[src/rtl/vxe_mem_hub_m_ds_pkg.sv]
// Shared definitions for the mem hub master-side downstream distributor.
package vxe_mem_hub_m_ds_pkg;

  localparam int unsigned RSS_W            = 9;
  localparam int unsigned RSS_HAS_DATA_BIT = 8;
  localparam int unsigned RSD_W            = 64;

  typedef enum logic [1:0] {
    S_IDLE = 2'd0,
    S_DATA = 2'd1,
    S_STAT = 2'd2
  } state_t;

endpackage

[src/rtl/vxe_mem_hub_m_ds.sv]
// Master-side downstream distributor: pops one response (status plus optional
// data beat) from a master port and steers it into the per-client FIFOs.
// Optional feature macro: VXE_MEM_HUB_M_DS_CID_CHECK_EN (out-of-range cid drop
// counter).
module vxe_mem_hub_m_ds
  import vxe_mem_hub_m_ds_pkg::*;
#(
  parameter int unsigned N_CLIENTS = 6,
  parameter int unsigned CID_W     = 3
) (
  input  logic                   clk,
  input  logic                   nrst,
  input  logic                   i_rss_vld,
  input  logic [CID_W+RSS_W-1:0] i_rss,
  output logic                   o_rss_rd,
  input  logic                   i_rsd_vld,
  input  logic [RSD_W-1:0]       i_rsd,
  output logic                   o_rsd_rd,
  output logic [RSS_W-1:0]       o_c_rss,
  output logic [N_CLIENTS-1:0]   o_c_rss_wr,
  input  logic [N_CLIENTS-1:0]   i_c_rss_rdy,
  output logic [RSD_W-1:0]       o_c_rsd,
  output logic [N_CLIENTS-1:0]   o_c_rsd_wr,
  input  logic [N_CLIENTS-1:0]   i_c_rsd_rdy,
  output logic                   o_busy,
  output logic [7:0]             o_drop_cnt
);

  state_t                 state;
  state_t                 state_nxt;
  logic [CID_W-1:0]       cid_q;
  logic [RSS_W-1:0]       rss_q;
  logic [RSD_W-1:0]       rsd_q;
  logic                   s_done;
  logic                   d_done;
  logic                   has_data;
  logic                   cid_ok;
  logic [N_CLIENTS-1:0]   sel;
  logic                   rss_rd;
  logic                   rsd_rd;
  logic [N_CLIENTS-1:0]   rss_wr;
  logic [N_CLIENTS-1:0]   rsd_wr;
  logic                   stat_exit;

  assign has_data = rss_q[RSS_HAS_DATA_BIT];
  assign cid_ok   = 32'(cid_q) < N_CLIENTS;
  // One-hot client select; an out-of-range cid selects nobody.
  assign sel      = cid_ok ? (N_CLIENTS'(1) << cid_q) : '0;

  // State register.
  always_ff @(posedge clk) begin
    if (!nrst) state <= S_IDLE;
    else       state <= state_nxt;
  end

  // Next state and pop/write strobes; all strobes are forced low while in reset.
  always_comb begin
    state_nxt = state;
    rss_rd    = 1'b0;
    rsd_rd    = 1'b0;
    rss_wr    = '0;
    rsd_wr    = '0;
    stat_exit = 1'b0;
    case (state)
      S_IDLE: begin
        if (i_rss_vld) begin
          rss_rd    = 1'b1;
          state_nxt = i_rss[RSS_HAS_DATA_BIT] ? S_DATA : S_STAT;
        end
      end
      S_DATA: begin
        if (i_rsd_vld) begin
          rsd_rd    = 1'b1;
          state_nxt = S_STAT;
        end
      end
      S_STAT: begin
        if (!s_done)             rss_wr = sel & i_c_rss_rdy;
        if (has_data && !d_done) rsd_wr = sel & i_c_rsd_rdy;
        if (!cid_ok ||
            ((s_done || (|rss_wr)) && (!has_data || d_done || (|rsd_wr)))) begin
          stat_exit = 1'b1;
          state_nxt = S_IDLE;
        end
      end
      default: state_nxt = S_IDLE;
    endcase
    if (!nrst) begin
      rss_rd    = 1'b0;
      rsd_rd    = 1'b0;
      rss_wr    = '0;
      rsd_wr    = '0;
      stat_exit = 1'b0;
    end
  end

  // Hold registers and per-response write-done flags.
  always_ff @(posedge clk) begin
    if (!nrst) begin
      cid_q  <= '0;
      rss_q  <= '0;
      rsd_q  <= '0;
      s_done <= 1'b0;
      d_done <= 1'b0;
    end else begin
      if (rss_rd) begin
        cid_q <= i_rss[RSS_W +: CID_W];
        rss_q <= i_rss[RSS_W-1:0];
      end
      if (rsd_rd) rsd_q <= i_rsd;
      if (stat_exit) begin
        s_done <= 1'b0;
        d_done <= 1'b0;
      end else begin
        if (|rss_wr) s_done <= 1'b1;
        if (|rsd_wr) d_done <= 1'b1;
      end
    end
  end

`ifdef VXE_MEM_HUB_M_DS_CID_CHECK_EN
  logic [7:0] drop_cnt;

  // Saturating count of responses discarded for an out-of-range cid.
  always_ff @(posedge clk) begin
    if (!nrst)                                             drop_cnt <= 8'd0;
    else if (stat_exit && !cid_ok && (drop_cnt != 8'hFF)) drop_cnt <= drop_cnt + 8'd1;
  end

  assign o_drop_cnt = drop_cnt;
`else
  assign o_drop_cnt = 8'd0;
`endif

  assign o_rss_rd   = rss_rd;
  assign o_rsd_rd   = rsd_rd;
  assign o_c_rss_wr = rss_wr;
  assign o_c_rsd_wr = rsd_wr;
  assign o_c_rss    = rss_q;
  assign o_c_rsd    = rsd_q;
  assign o_busy     = (state != S_IDLE);

endmodule
[config.mk]
export PLATFORM = sky130hd
export DESIGN_NAME = vxe_mem_hub_m_ds
export DESIGN_NICKNAME = d
export VERILOG_FILES = /design/src/rtl/vxe_mem_hub_m_ds_pkg.sv /design/src/rtl/vxe_mem_hub_m_ds.sv
export SDC_FILE = /design/constraint.sdc
export NUM_CORES = 1
export LEC_CHECK = 0
export BUFFER_PORTS_ARGS = -buffer_cell sky130_fd_sc_hd__buf_4
export CAP_MARGIN = 20
export CORE_ASPECT_RATIO = 1.1
export CORE_MARGIN = 1.5
export CORE_UTILIZATION = 46
export DETAILED_ROUTE_END_ITERATION = 12
export HOLD_SLACK_MARGIN = 0.06
export PLACE_DENSITY = 0.84
export SLEW_MARGIN = 20
export SYNTH_ARGS = -nofsm -noshare
export SYNTH_HDL_FRONTEND = slang
export SYNTH_SLANG_ARGS = --single-unit
[constraint.sdc]
create_clock -name clk -period 3.5 [get_ports clk]
set_input_delay 0.35 -clock clk [delete_from_list [all_inputs] [get_ports clk]]
set_output_delay 0.35 -clock clk [all_outputs]
set_load 0.005 [all_outputs]
==> metrics <==
IO Port Bufs=179; slowest cell delay on critical path=0.40 ns; Final WS setup=1.34 ns; Mapped Area=3140 um2; max_cap viols=0; synth top area cells=dfxtp_1 (51%), nand2_1 (19%), o21ai_0 (12%); Hold Path Class=in2reg; sequential group share of total power=48.6%; FF+latch count, synth=80; number of buffers created by CTS=9; Tot Pwr=1.99 mW; RSZ-0062 raised after global routing=no; M2 GR Usage=39.4%; Routed WL per cell=13.0 um; sw frac=22.2%; core area=6590 um2; Data required, critical path=3.15 ns; crit-path max FO=4; TritonCTS clock tree=built; drt drc=0; Core Util, Final=71.2%; Seq/Total Area, Yosys=51.0%; clk_skew=0.0141 ns; FP Rows=31; setup TNS=0 ns; synth cell count leaders=nand2_1 (162), dfxtp_1 (80), o21ai_0 (77); drt total wl=8.54 mm; worst skew pair latency=0.33 ns; CTS Hold Bufs=0; Overall Global Routing Usage=22.3%; Final GP Congestion=0.827; Slew Limit Headroom=56.1%; DP HPWL=6.28 mm; Die ar.=7330 um2; die height=89.6 um; met3 track utilization from global routing=5.45%; initial antenna violation count=0; Sw Pwr=0.442 mW; final std cells w/o fill=659; Layout area overhead=49.5%; Mean Syn Cell Area=7.69 um2; worst slew pin tran=0.659 ns; number of synthesized flops with an enable pin=0; critical path class=reg2out; # resized after CTS=0; Final Critical Period=2.16 ns; fraction of registers with async set or reset after synthesis=0%; layout cells sized above 1=34.8%; first-pass GRT wire length=12.4 mm; Slew Viols, Final=0; status=finished clean; setup bufs post-CTS=0; Hold Vio Cnt, Final=0; Inst Count DP=643; clk root buf=clkbuf_8; DRT Pass-1 Iters=4; DR vias/cell=4.82; vias=3176; nets@finish=664; WP data arrival=1.81 ns; worst ir drop on vdd=272 uV; grt met1 use=25.3%; crit share post-route=61.8%; clk slew on worst S/H paths=0.09 ns; top-area cell type share of the netlist area=51.0%; PD cells=424 nW/um2; P_int=1.55 mW; # diodes=0; deepest clock path buffer count=2; Worst setup SP type=register; setup violators final=0; GR Overflow Total=0; Yosys cell types=32; fin area=4690 um2; Max Fclk=462 MHz; slowest CP cell=nor3b_1; setup slack at placement=1.62 ns; H-tree levels=3; fill cell count=542; placed cell area=4460 um2; post-synthesis instance total=408; final hold slack=0.201 ns; leakage=2.12 nW; remaining antenna violation count after routing=0; top-level I/O count=188; Starting Density=47.6%; # clock sinks=80; CP cell instances=nor2b_1, and2_1, nor3b_1, and4_1, buf_4; yosys warns=0; number of global-route vias before repair=2757; Worst setup EP type=primary output; Logic pwr share=11.5%; largest net degree at the start of global routing=66; clock network power share=39.8%; Die X=81.8 um; GRT busiest layer=met2; most used flip-flop cell after synthesis=dfxtp_1; Synth area leader=dfxtp_1; top-count cell post-synth=nand2_1; Detailed Route Iter0 Violations=121
-- final timing paths --
kind | to | cells past startpoint | startpoint | slack, ns
hold reg to reg | o_c_rsd[44] | 2 | o_c_rsd[44] | 0.46
setup / recovery | o_c_rss_wr[3] | 5 | state[1] | 1.34
setup reg to reg | d_done | 5 | cid_q[0] | 1.58
hold / removal | o_c_rsd[24] | 3 | i_rsd[24] | 0.20
-- routing by layer --
metal | share of wire, % | up-vias
met5 | 0 | -
met4 | 1.5 | 0
met3 | 7.3 | 10
met2 | 52 | 130
li1 | - | 1632
met1 | 39 | 1404
-- registers in the layout, indices dropped and copies added, names as in the netlist --
signal / flops
cid_q: 3
state: 2
d_done: 1
o_c_rsd: 64
o_c_rss: 9
s_done: 1
-- worst max-delay path, delay by kind of cell (launching register included) --
family / cells / cell delay [ns]
and+or+nand+nor: 4 / 1.01
buffers and inverters: 1 / 0.11
DFF: 1 / 0.37
-- cell families (layout without fill, tap and decap cells) --
group	Yosys count	after routing	synth area share [%]
AO/OA/AOI/OAI	87	87	14.5
buffers and inverters	39	201	6.18
flip-flops	80	80	51.0
multiplexers	5	5	2.55
other	1	8	0.119
AND/OR/NAND/NOR	196	196	25.7
-- power groups by stage --
stage	registers [mW]	clock network (mW)	logic (mW)
floorplan	0.982	0	0.0958
global placement	0.987	0	0.223
detailed placement	0.988	0	0.228
CTS	0.967	0.806	0.229
global route	0.972	0.857	0.253
finish	0.967	0.792	0.229
-- cell usage in the layout (no fill, tap or decap), types with 3 or more instances in the layout --
cell / synthesis / routed
nand2_1: 162 / 162
buf_4: 9 / 182
conb_1: 1 / 8
o21ai_0: 77 / 77
bufinv_16: 0 / 3
inv_1: 3 / 3
nor2b_1: 4 / 4
and3_1: 9 / 9
nor2_1: 8 / 7
nand2b_1: 3 / 3
dfxtp_1: 80 / 80
clkbuf_8: 0 / 9
-- layout make-up --
type	instances	area [um2]	share of cell area [%]
Clock inverter	6	108	2.29
Tap cell	82	103	2.19
Sequential cell	80	1600	34.1
Timing Repair Buffer	182	1370	29.1
Multi-Input combinational cell	296	1380	29.3
Inverter	3	11.3	0.240
Clock buffer	10	128	2.72
Note: power is estimated with default switching activity, not from simulation.
